## src/rtl/mux_hex_counter_pkg.sv

```systemverilog
// Shared constants and helpers for the multiplexed multi-digit counter:
// seven-segment font, divider derivation and per-mode digit limits.
package mux_hex_counter_pkg;

  // Active-high gfedcba patterns for glyphs 0..F (b and d lower case)
  localparam logic [6:0] FONT_ROM [0:15] = '{
    7'h3F, 7'h06, 7'h5B, 7'h4F, 7'h66, 7'h6D, 7'h7D, 7'h07,
    7'h7F, 7'h6F, 7'h77, 7'h7C, 7'h39, 7'h5E, 7'h79, 7'h71
  };

  function automatic int calc_div(input int clk_hz, input int count_hz);
    return clk_hz / count_hz;
  endfunction

  function automatic int calc_sdiv(input int clk_hz, input int scan_hz);
    return clk_hz / scan_hz;
  endfunction

  function automatic logic [3:0] digit_max(input bit bcd);
    if (bcd) return 4'd9;
    else     return 4'hF;
  endfunction

  function automatic logic [3:0] clamp_digit(input bit bcd, input logic [3:0] d);
    if (bcd && (d > 4'd9)) return 4'd9;
    else                   return d;
  endfunction

  // Active-low segment byte: DP in bit 7, gfedcba below
  function automatic logic [7:0] seg_pattern(input logic dp, input logic [3:0] d);
    return {~dp, ~FONT_ROM[d]};
  endfunction

endpackage

```

## src/rtl/mux_hex_counter_rate_divider.sv

```systemverilog
// Free-running modulo-N divider with a terminal-count strobe and a
// registered half-period level; restart forces the count back to zero.
module rate_divider #(
  parameter int N = 2
) (
  input  logic clk,
  input  logic rst_n,
  input  logic restart,
  output logic tick,
  output logic level
);

  localparam int CW = (N > 1) ? $clog2(N) : 1;

  logic [CW-1:0] cnt_q, cnt_d;
  logic          level_q, level_d;

  assign tick  = (cnt_q == CW'(N - 1));
  assign level = level_q;

  // Next count; level follows the new count so it rises on the wrap edge
  always_comb begin
    if (restart) begin
      cnt_d = '0;
    end else if (tick) begin
      cnt_d = '0;
    end else begin
      cnt_d = cnt_q + CW'(1);
    end
    level_d = (cnt_d < CW'(N / 2));
  end

  always_ff @(posedge clk) begin
    if (!rst_n) begin
      cnt_q   <= '0;
      level_q <= 1'b0;
    end else begin
      cnt_q   <= cnt_d;
      level_q <= level_d;
    end
  end

endmodule

```

## src/rtl/mux_hex_counter.sv

```systemverilog
// Multi-digit hex/BCD up/down counter with load, wrap pulse and a
// time-multiplexed common-anode seven-segment driver.
module mux_hex_counter
  import mux_hex_counter_pkg::*;
#(
  parameter int CLK_HZ   = 100_000_000,
  parameter int COUNT_HZ = 1,
  parameter int SCAN_HZ  = 1000,
  parameter int DIGITS   = 4,
  parameter int BCD      = 0
) (
  input  logic                  iClk,
  input  logic                  inReset,
  input  logic                  iLoad,
  input  logic                  iCount_en,
  input  logic                  iUp,
  input  logic [DIGITS-1:0]     iDP,
  input  logic [4*DIGITS-1:0]   iCount_in,
  output logic [4*DIGITS-1:0]   oCount,
  output logic                  oTC,
  output logic [7:0]            oSSeg,
  output logic [DIGITS-1:0]     oAnode,
  output logic                  odiv_clock
);

  localparam int         DIV  = calc_div(CLK_HZ, COUNT_HZ);
  localparam int         SDIV = calc_sdiv(CLK_HZ, SCAN_HZ);
  localparam int         IDXW = (DIGITS > 1) ? $clog2(DIGITS) : 1;
  localparam logic [3:0] DMAX = digit_max(BCD != 0);

  logic                  count_tick_s, scan_tick_s, div_level_s;
  logic [4*DIGITS-1:0]   count_q, count_d, next_count_s, load_value_s;
  logic                  tc_q, tc_d, wrap_s;
  logic [IDXW-1:0]       scan_idx_q, scan_idx_d;
  logic [DIGITS-1:0]     anode_q, anode_d;
  logic [7:0]            sseg_q, sseg_d;
  logic [3:0]            digit_s;
  logic                  dp_s;

  rate_divider #(.N(DIV)) u_count_div (
    .clk     (iClk),
    .rst_n   (inReset),
    .restart (iLoad),
    .tick    (count_tick_s),
    .level   (div_level_s)
  );

  rate_divider #(.N(SDIV)) u_scan_div (
    .clk     (iClk),
    .rst_n   (inReset),
    .restart (1'b0),
    .tick    (scan_tick_s),
    .level   ()
  );

  for (genvar d = 0; d < DIGITS; d++) begin : g_digit
    logic [3:0] cur_s, nxt_s;
    logic       cin_s, cout_s;

    if (d == 0) begin : g_first
      assign cin_s = 1'b1;
    end else begin : g_rest
      assign cin_s = g_digit[d-1].cout_s;
    end

    assign cur_s = count_q[4*d +: 4];

    // One digit stage: carry/borrow in from the lower digit, out to the next
    always_comb begin
      nxt_s  = cur_s;
      cout_s = 1'b0;
      if (!cin_s) begin
        nxt_s = cur_s;
      end else if (iUp) begin
        if (cur_s >= DMAX) begin
          nxt_s  = 4'h0;
          cout_s = 1'b1;
        end else begin
          nxt_s = cur_s + 4'h1;
        end
      end else begin
        if (cur_s == 4'h0) begin
          nxt_s  = DMAX;
          cout_s = 1'b1;
        end else begin
          nxt_s = cur_s - 4'h1;
        end
      end
    end

    assign next_count_s[4*d +: 4] = nxt_s;
    assign load_value_s[4*d +: 4] = clamp_digit(BCD != 0, iCount_in[4*d +: 4]);
  end

  assign wrap_s = g_digit[DIGITS-1].cout_s;

  // Load beats a tick, so a load on a tick edge never raises the wrap pulse
  always_comb begin
    count_d = count_q;
    tc_d    = 1'b0;
    if (iLoad) begin
      count_d = load_value_s;
    end else if (count_tick_s && iCount_en) begin
      count_d = next_count_s;
      tc_d    = wrap_s;
    end else begin
      count_d = count_q;
    end
  end

  // Scan index step and the display byte for the digit currently selected
  always_comb begin
    if (!scan_tick_s) begin
      scan_idx_d = scan_idx_q;
    end else if (scan_idx_q == IDXW'(DIGITS - 1)) begin
      scan_idx_d = '0;
    end else begin
      scan_idx_d = scan_idx_q + IDXW'(1);
    end
    digit_s = 4'h0;
    dp_s    = 1'b0;
    for (int d = 0; d < DIGITS; d++) begin
      if (scan_idx_q == IDXW'(d)) begin
        digit_s = count_q[4*d +: 4];
        dp_s    = iDP[d];
      end else begin
        digit_s = digit_s;
      end
    end
    anode_d = ~(DIGITS'(1) << scan_idx_q);
    sseg_d  = seg_pattern(dp_s, digit_s);
  end

  always_ff @(posedge iClk) begin
    if (!inReset) begin
      count_q    <= '0;
      tc_q       <= 1'b0;
      scan_idx_q <= '0;
      anode_q    <= '1;
      sseg_q     <= 8'hFF;
    end else begin
      count_q    <= count_d;
      tc_q       <= tc_d;
      scan_idx_q <= scan_idx_d;
      anode_q    <= anode_d;
      sseg_q     <= sseg_d;
    end
  end

  assign oCount     = count_q;
  assign oTC        = tc_q;
  assign oAnode     = anode_q;
  assign oSSeg      = sseg_q;
  assign odiv_clock = div_level_s;

endmodule

```

## config.mk

```make
export PLATFORM = sky130hd
export DESIGN_NAME = mux_hex_counter
export DESIGN_NICKNAME = d
export VERILOG_FILES = /design/src/rtl/mux_hex_counter_pkg.sv /design/src/rtl/mux_hex_counter_rate_divider.sv /design/src/rtl/mux_hex_counter.sv
export SDC_FILE = /design/constraint.sdc
export NUM_CORES = 1
export LEC_CHECK = 0
export CELL_PAD_IN_SITES_DETAIL_PLACEMENT = 1
export CELL_PAD_IN_SITES_GLOBAL_PLACEMENT = 1
export CORE_MARGIN = 8
export CORE_UTILIZATION = 30
export CTS_BUF_LIST = sky130_fd_sc_hd__clkbuf_8 sky130_fd_sc_hd__clkbuf_16
export CTS_CLUSTER_SIZE = 30
export DETAILED_ROUTE_END_ITERATION = 8
export GPL_TIMING_DRIVEN = 0
export MAX_ROUTING_LAYER = met4
export PLACE_DENSITY = 0.67
export SYNTH_ARGS = -nofsm -noshare
export SYNTH_HDL_FRONTEND = slang
export SYNTH_SLANG_ARGS = --single-unit
```

## constraint.sdc

```tcl
create_clock -name iClk -period 3.5 [get_ports iClk]
set_clock_uncertainty 0.2 [all_clocks]
set_input_delay 0.35 -clock iClk [delete_from_list [all_inputs] [get_ports iClk]]
set_output_delay 0.35 -clock iClk [all_outputs]
set_load 0.005 [all_outputs]
```

## Yosys cells after proc, flatten, opt, wreduce, memory -nomap -nowiden

Memory sizes are Yosys's and may differ from the RTL's.
Index checks and enable logic that the tools add are counted.
Widths: inputs -> output; s select.

- Word-level logic and storage cells: 101
- Memories kept: 1
- Input bits: 25
- Memory bits (read-only): 112
- Register bits: 76
- Output and inout bits: 30

- Shifts and indexed selects: 1
- Bitwise gates (word level): 7
- Add/subtract/negate cells: 11
- Multiplexer cells: 44
- Reduce and logical (&&, ||, !) cells: 15
- Magnitude comparators: 6
- Eq/ne operators: 5

Memory list:

| name | depth | width | read ports | clocked after Yosys merged registers in | write ports | line | source |
|---|---|---|---|---|---|---|---|
| (no name shown) | 16 | 7 | 1 | 0 | 0 | mux_hex_counter_pkg.sv:31 | `return {~dp, ~FONT_ROM[d]};` |

Operators by type and width:

| cell | number |
|---|---|
| $mux 4 | 19 |
| $mux 27 | 2 |
| $mux 16 | 2 |
| $add 27x1->27 const B | 1 |
| $eq 27x27->1 const B | 1 |
| $lt 27x26->1 const B | 1 |
| $mux 1 | 18 |
| $add 17x1->17 const B | 1 |
| $eq 17x17->1 const B | 1 |
| $add 4x1->4 const B | 4 |
| $ge 4x4->1 const B | 4 |
| $logic_not 4->1 | 4 |
| $sub 4x1->4 const B | 4 |
| $mux 7 | 2 |
| $reduce_bool 2->1 | 4 |
| $not 7->7 | 1 |
| $reduce_and 2->1 | 3 |
| $ge 5x5->1 const B | 1 |
| $not 4->5 | 1 |
| $eq 2x2->1 const B | 2 |
| $not 1->1 | 4 |
| $not 4->4 | 1 |
| $reduce_or 4->1 | 1 |
| $shl 1x2->4 const A | 1 |
| 6 further kinds | 6 |

## Longest topological paths before layout

Gate-level depths: netlist of the first run.

- Depth after elaboration: 10
- Gate-level depth with buffers: 14
- Mapped depth without buffers: 13

## Cells and area by module

Synthesis of the first run repeated with hierarchy kept, for this count alone.

- Cell total of the unflattened synthesis: 575
- Area, all modules: 4834.6 sq um

By module, submodules not included:

| module | cells an instance | times used | seq. area each (sq um) | area each (sq um) |
|---|---|---|---|---|
| mux_hex_counter | 286 | 1 | 620.6 | 2267.2 |
| rate_divider (u_count_div) | 181 | 1 | 560.5 | 1575.3 |
| rate_divider (u_scan_div) | 108 | 1 | 360.3 | 992.2 |

## Worst setup path before layout of the first run

Ideal clock, no wire load.

- Kind: register to register
- From: register u_count_div.cnt_q[0]
- To: register count_q[14] (netlist: oCount[14])
- Path buffers: 0
- Setup time: 0.074 ns
- Required time: 3.226 ns
- Clock period less this slack: 2.646 ns
- Arrival: 2.372 ns
- Cell stages (with the launch flop): 8
- Slack: 0.854 ns
- Cells stage by stage: dfxtp_1 ha_1 nand4_4 or4_4 nor4_4 o21ai_2 or3_1 a31oi_1

- Longest elaborated chain between the ends: 4

Ends and longest elaborated chain:

| element | line | source |
|---|---|---|
| from (decl) | mux_hex_counter_rate_divider.sv:15 | `logic [CW-1:0] cnt_q, cnt_d;` |
| from (signal assigned) | mux_hex_counter_rate_divider.sv:38 | `cnt_q <= cnt_d;` |
| $eq 27x27->1 | mux_hex_counter_rate_divider.sv:18 | `assign tick = (cnt_q == CW'(N - 1));` |
| $logic_and 1x1->1 | mux_hex_counter.sv:103 | `end else if (count_tick_s && iCount_en) begin` |
| $reduce_bool 2->1 (no line) | n/a |  |
| $reduce_and 2->1 (no line) | n/a |  |
| to (signal assigned) | mux_hex_counter.sv:142 | `count_q <= count_d;` |
| to (decl) | mux_hex_counter.sv:32 | `logic [4*DIGITS-1:0] count_q, count_d, next_count_s, load_value_s;` |

No other way between the ends.
A chain may end at the register's enable or synchronous reset.

## Worst setup path in the final report of the first run

- From: register count_q[0] (netlist: oCount[0])
- To: register count_q[14] (netlist: oCount[14])

- Longest elaborated chain between the ends: 7
- Elaborated cells on any way between the ends: 9
- Classes of those cells: 1 x order compare; 5 x mux; 3 x reduce/logical

Ends and longest elaborated chain:

| element | line | source |
|---|---|---|
| $ge 4x4->1 or $logic_not 4->1 (tied branches) | mux_hex_counter.sv:75, mux_hex_counter.sv:82 |  |
| $mux 1 (on tied branches) | mux_hex_counter.sv:75, mux_hex_counter.sv:82 |  |
| $mux 1 * | mux_hex_counter.sv:74 | `end else if (iUp) begin` |
| $mux 1 * (2 in series) | mux_hex_counter.sv:72 | `if (!cin_s) begin` |
| $reduce_bool 2->1 (no line) * | n/a |  |
| $reduce_and 2->1 (no line) * | n/a |  |

Mark *: on every way between the ends. The rest lies on a longest branch, timed or not.

==> results of run 1 <==
## cell type report
type	count	area, um2
Sequential cell	76	1521
Clock buffer	10	239.0
Tap cell	184	230.2
Timing Repair Buffer	53	530.5
Fill cell	1777	8985
Inverter	24	90.09
Multi-Input combinational cell	434	2750
Clock inverter	5	100.1
Buffer	34	142.6
## Yosys cell counts (2+ instances only)
cell type | number | area (um2)
clkbuf_1 | 23 | 86.33
dfxtp_1 | 76 | 1521
a31oi_1 | 7 | 43.79
o221ai_1 | 5 | 43.79
nor2b_1 | 2 | 12.51
nor4b_1 | 3 | 26.28
xor2_1 | 27 | 236.5
xnor2_1 | 21 | 183.9
o211ai_1 | 5 | 37.54
and4_1 | 2 | 17.52
nor4_1 | 6 | 37.54
a221oi_1 | 3 | 26.28
nand3b_1 | 4 | 30.03
a311oi_1 | 4 | 35.03
and2_1 | 4 | 25.02
and3_1 | 6 | 37.54
buf_1 | 3 | 11.26
ha_1 | 21 | 262.8
nand2_1 | 59 | 221.5
nor2_1 | 77 | 289.0
nand2b_1 | 4 | 25.02
inv_1 | 24 | 90.09
or3_1 | 6 | 37.54
a211oi_1 | 7 | 52.55
mux2_2 | 4 | 45.04
nor3b_1 | 3 | 22.52
a21oi_1 | 26 | 130.1
buf_2 | 6 | 30.03
nor3_1 | 15 | 75.07
or4_1 | 3 | 22.52
mux2i_1 | 12 | 120.1
a41oi_1 | 2 | 17.52
buf_4 | 2 | 15.01
nand3_1 | 22 | 110.1
o21ai_0 | 33 | 165.2
nand4_1 | 14 | 87.58
o21a_1 | 2 | 15.01
## worst max-delay path by stage
stage	start	to	slack, ps
CTS	u_count_div.cnt_q[0]	oCount[14]	450
detailed placement	iUp	oCount[14]	380
global placement	iUp	oCount[14]	440
floorplan	u_count_div.cnt_q[0]	oCount[14]	850
global route	oCount[0]	oCount[14]	20
finish	oCount[0]	oCount[14]	430
## through the flow
stage	worst slack, ps	util [%]	total power, uW	instance area, um2	hold slack, ps
2_1_floorplan	854.0	-	1085	4504	229.7
3_3_place_gp	437.7	36.09	1204	5265	249.4
3_5_place_dp	381.1	36.09	1213	5265	255.3
4_1_cts	446.4	38.41	2308	5604	269.3
5_1_grt	20.92	38.41	2365	5604	278.5
6_report	427.8	38.41	2273	5604	265.6
## layer usage
layer | vias to the layer above | track usage (%)
met5 | - | -
met3 | 12 | 3.116
met2 | 48 | 22.57
met4 | 0 | 4.462
li1 | 2121 | -
met1 | 2069 | 17.45
## registers in the layout, indices dropped and copies added, names as in the netlist
| signal | count |
|---|---|
| u_scan_div.cnt_q | 17 |
| oTC | 1 |
| oCount | 16 |
| u_count_div.level | 1 |
| scan_idx_q | 2 |
| u_count_div.cnt_q | 27 |
| oSSeg | 8 |
| oAnode | 4 |
## critical path, cell delays in order (launching register included)
cell	delay (ps)
dfxtp_1	390
inv_1	190
ha_1	230
nor4b_1	350
o21ai_0	270
nor4_4	570
o21ai_2	240
or3_1	400
a31oi_1	150
## logic make-up after synthesis
| group | after synthesis |
|---|---|
| compound gates | 108 |
| xor+xnor | 48 |
| fa+ha+maj | 22 |
| buf+inv | 58 |
| flops | 76 |
| mux | 16 |
| simple gates | 240 |
## power groups by stage
stage | clock network [uW] | logic, uW | registers, uW
6_report | 1080 | 275 | 918
5_1_grt | 1140 | 306 | 921
4_1_cts | 1110 | 278 | 917
3_5_place_dp | 0 | 276 | 937
3_3_place_gp | 0 | 268 | 936
2_1_floorplan | 0 | 154 | 931
==> metrics.md, run 1 <==
| Metric | Value |
|---|---|
| Power Internal | 1733 uW |
| Hold-fix buffers, CTS | 0 |
| #FFs+latches synth | 76 |
| Drt drc | 0 |
| R2r endpoint | oCount[14] |
| Commonest non-fill, non-tap cell in the layout | nor2_1 |
| Sequential share of the synthesized area | 33.78% |
| Avg WL per Cell | 16.03 um |
| Overflow after GRT | 0 |
| Max-capacitance violation count | 0 |
| Clk buf depth | 2 |
| TritonCTS Buffers | 9 |
| Logic pwr share | 12.1% |
| Relative slew slack | 50.17% |
| Initial antenna violation count | 0 |
| First-iteration detailed-routing DRC count | 251 |
| Latest clock arrival within the worst-skew pair | 340 ps |
| Most frequent cells in the layout | 77 x nor2_1, 76 x dfxtp_1, 59 x nand2_1, 53 x clkdlybuf4s50_1, 33 x o21ai_0 |
| Ys flop type | dfxtp_1 |
| Peak supply drop | 0.2456 mV |
| HP Start | u_scan_div.cnt_q[0] |
| Syn_nets | 614 |
| Ports | 55 |
| Layout cells sized above 1 | 5.975% |
| # Post-CTS Setup Buffers | 0 |
| Register-to-register path setup slack | 430 ps |
| YS warnings | 0 |
| Setup TNS | 0 ps |
| Drt first pass iters | 4 |
| Post-synthesis mux area share | 3.667% |
| Area share of fa/ha/maj cells after synthesis | 6.056% |
| Post-Synth XOR/XNOR Area | 9.333% |
| HP Class | register to register |
| Mean Syn Cell Area | 7.930 um2 |
| Post-synth EDFFs | 0 |
| Final WL | 13140 um |
| Worst Tran Pin Value | 747.4 ps |
| Switching Fraction | 23.74% |
| Die area | 19190 um2 |
| Critical path arrival | 3150 ps |
| R2r worst-path depth | 8 |
| Detailed-route via count | 4250 |
| Final period demand of the worst path | 3072 ps |
| Cell Rows | 44 |
| Gp weighted congestion | 0.8836 |
| Hold EP | u_scan_div.cnt_q[0] |
| Pwr per Cell Area | 405.6 nW/um2 |
| Fin nets | 678 |
| H-tree depth | 3 |
| Setup-failing EPs final | 0 |
| DR top layer | met4 |
| Post-synthesis simple-gate area fraction | 26.61% |
| Met1 wire length | 6379 um |
| Die Height | 138.5 um |
| Die Wd | 138.5 um |
| Clk sink count | 76 |
| Critical Path RT | 3580 ps |
| CP Capture Type | register |
| CP max FO | 8 |
| P_sw | 539.7 uW |
| Core Box Area | 14590 um2 |
| I/O Buffers | 53 |
| Flop pwr share | 40.4% |
| Hold Fails Final Rpt | 0 |
| Pins Over Slew Limit | 0 |
| Root buf cell | clkbuf_16 |
| Post-route ant nets | 0 |
| Crit path kind | register to register |
| Number of global-route vias before repair | 4429 |
| Gr usage total | 14.17% |
| Max Fclk | 0.3255 GHz |
| Compound-Gate Fraction of Synth Area | 15.39% |
| Mapped Cells | 568 |
| Resize count post-CTS | 0 |
| Diode count | 0 |
| Met2 Wirelength | 6188 um |
| Initial Util | 30.87% |
| Pin count of the biggest net entering global routing | 13 |
| Hpwl dp | 9961 um |
| Clk slew on worst S/H paths | 60 ps |
| Met3 wire length | 437 um |
| Area grow syn2layout | 24.42% |
| Largest family of logic cells by synthesized area | simple AND/OR/NAND/NOR gates |
| Dpl cells | 805 |
| Worst r2r src | oCount[0] |
| Crit start category | register |
| Leakage | 0.002022 uW |
| Final period util | 87.78% |
| Synth Cell Area | 4504 um2 |
| Unrepaired setup endpoints after global routing | no |
| Number of distinct library cells after synthesis | 62 |
| Asr flop ratio synth | 0% |
| WHS Path Cells | 1 |
| Clock power frac | 47.6% |
| Final Instance Count excl. Fillers | 820 |
| DR vias/cell | 5.183 |
| Outcome | finished clean |
| Global-route wire length before repair | 22170 um |
| CTS tree | yes |
Power figures use the tool's default switching activity.
==> inputs of run 2 (changes only) <==
--- a/config.mk
+++ b/config.mk
@@ -15,6 +15,8 @@
 export GPL_TIMING_DRIVEN = 0
 export MAX_ROUTING_LAYER = met4
 export PLACE_DENSITY = 0.67
+export RECOVER_POWER = 25
+export SKIP_CTS_REPAIR_TIMING = 1
 export SYNTH_ARGS = -nofsm -noshare
 export SYNTH_HDL_FRONTEND = slang
 export SYNTH_SLANG_ARGS = --single-unit
==> metrics.md, run 2 (synthesis gave the netlist of run 1 again) <==
| Metric | Value |
|---|---|
| Flop pwr share | 40.4% (about the same) |
| Leakage | 0.002027 uW (+0.25%) |
| Critical Path RT | 3580 ps (about the same) |
| CP max FO | 8 (unchanged) |
| Largest reg by FF count | u_count_div.cnt_q |
| Sequential Area | 1521 um2 (unchanged) |
| Fin nets | 678 (unchanged) |
| CTS tree | yes |
| Pwr per Cell Area | 404.4 nW/um2 (-0.29%) |
| Max reg flops | 27 (unchanged) |
| Drt drc | 0 (unchanged) |
| Power Internal | 1727 uW (-0.34%) |
| Die Wd | 138.5 um (unchanged) |
| Crit-path slowest cell | nor4_4 |
| Worst Tran Pin Value | 747.5 ps (+0.1019 ps) |
| Commonest non-fill, non-tap cell in the layout | nor2_1 |
| P_sw | 539.0 uW (-0.14%) |
| Setup TNS | 0 ps (unchanged) |
| Clk slew on worst S/H paths | 60 ps (about the same) |
| First-iteration detailed-routing DRC count | 257 (+2.4%) |
| I/O Buffers | 53 (unchanged) |
| Drt first pass iters | 4 (unchanged) |
| HP Class | register to register |
| Placed inst area | 5265 um2 (unchanged) |
| Peak supply drop | 0.2456 mV (about the same) |
| Design area | 5604 um2 (unchanged) |
| Pin count of the biggest net entering global routing | 13 (unchanged) |
| Global-route wire length before repair | 22170 um (unchanged) |
| DR vias/cell | 5.179 (about the same) |
| Gp weighted congestion | 0.8836 (unchanged) |
| DP Worst Slack | 381.1 ps (unchanged) |
| Crit path largest cell delay | 570 ps (about the same) |
| Hpwl dp | 9961 um (unchanged) |
| Initial antenna violation count | 0 (unchanged) |
| Pins Over Slew Limit | 0 (unchanged) |
| Final period demand of the worst path | 3073 ps (+0.5560 ps) |
| Final WL | 13130 um (about the same) |
| Initial Util | 30.87% (unchanged) |
| Switching Fraction | 23.78% (+0.037 points) |
| Layout cells sized above 1 | 5.975% (unchanged) |
| Die Height | 138.5 um (unchanged) |
| Latest clock arrival within the worst-skew pair | 340 ps (about the same) |
| Tot Pwr | 2266 uW (-0.29%) |
| Layout Utilization | 38.41% (unchanged) |
| Avg WL per Cell | 16.02 um (about the same) |
| Clk buf depth | 2 (unchanged) |
| Crit start category | register |
| Gr usage total | 14.17% (unchanged) |
| Critical path arrival | 3150 ps (about the same) |
| WHS Path Cells | 1 (unchanged) |
| R2r worst-path depth | 8 (unchanged) |
| Unrepaired setup endpoints after global routing | no |
| TritonCTS Buffers | 9 (unchanged) |
| Final worst setup slack | 427.3 ps (-0.5560 ps) |
| Setup-failing EPs final | 0 (unchanged) |
| Detailed-route via count | 4247 (-0.071%) |
| Final period util | 87.79% (about the same) |
| Filler cell count | 1777 (unchanged) |
| Root buf cell | clkbuf_16 |
| H-tree depth | 3 (unchanged) |
| Core Box Area | 14590 um2 (unchanged) |
| Crit-path cells | inv_1, ha_1, nor4b_1, o21ai_0, nor4_4, o21ai_2, or3_1, a31oi_1 |
| Area grow syn2layout | 24.42% (unchanged) |
| Max-capacitance violation count | 0 (unchanged) |
| Crit path kind | register to register |
| Hold Fails Final Rpt | 0 (unchanged) |
| Outcome | finished clean |
| Ports | 55 (unchanged) |
| Most frequent cells in the layout | 77 x nor2_1, 76 x dfxtp_1, 59 x nand2_1, 33 x o21ai_0, 31 x clkdlybuf4s50_1 |
| Logic pwr share | 11.9% (-0.2 points) |
| Multi-input gate area | 2750 um2 (unchanged) |
| Overflow after GRT | 0 (unchanged) |
| CP Capture Type | register |
| Cell Rows | 44 (unchanged) |
| Relative slew slack | 50.16% (about the same) |
| Die area | 19190 um2 (unchanged) |
| Clk sink count | 76 (unchanged) |
| Max Fclk | 0.3254 GHz (about the same) |
| Diode count | 0 (unchanged) |
| Clock power frac | 47.7% (about the same) |
| Post-route ant nets | 0 (unchanged) |
| Number of global-route vias before repair | 4429 (unchanged) |
==> run 2: changes by cell type in the layout (fill, tap and decap cells not counted) <==
cell / before / now
clkdlybuf4s50_1: 53 / 31
dlygate4sd3_1: 0 / 22
==> run 2: worst max-delay path: cells and delay by family, from the launching register on <==
family	cells	cell delay [ps]
AO/OA/AOI/OAI	3	660
buffers and inverters	1	190
AND/OR/NAND/NOR	3	1320
flip-flops	1	390
adder cells (fa/ha/maj)	1	230
==> run 2: layout make-up <==
class                   instances  share of cell area [%]
repair buffers                 53                   9.466
inverters                      24                   1.608
clock inverters                 5                   1.786
plain buffers                  34                   2.545
flip-flops and latches         76                   27.15
multi-input cells             434                   49.07
well taps                     184                   4.108
clock buffers                  10                   4.264
==> run 2: per-stage QoR <==
stage          instances  hold slack (ps)
6_report             820            265.6
5_1_grt              820            278.5
4_1_cts              820            269.3
3_5_place_dp         805            255.3
3_3_place_gp         805            249.4
2_1_floorplan        568            229.7
==> run 2: routing by layer <==
layer | routed length (um) | up-vias | track usage [%]
li1 | - | 2120 | -
met5 | 0 | - | -
met4 | 138 | 0 | 4.462
met2 | 6190 | 48 | 22.57
met1 | 6368 | 2067 | 17.45
met3 | 438 | 12 | 3.116
==> run 2: worst paths after layout <==
path                  startpoint                   to  slack [ps]
max                    oCount[0]           oCount[14]         430
min          u_scan_div.cnt_q[0]  u_scan_div.cnt_q[0]         270
min reg2reg  u_scan_div.cnt_q[0]  u_scan_div.cnt_q[0]         270
max reg2reg            oCount[0]           oCount[14]         430
==> run 2: power by group through the flow <==
stage	clock, uW	combinational [uW]	sequential [uW]
floorplan	0	154	931
global placement	0	268	936
detailed placement	0	276	937
CTS	1110	278	917
global route	1140	300	920
finish	1080	269	917
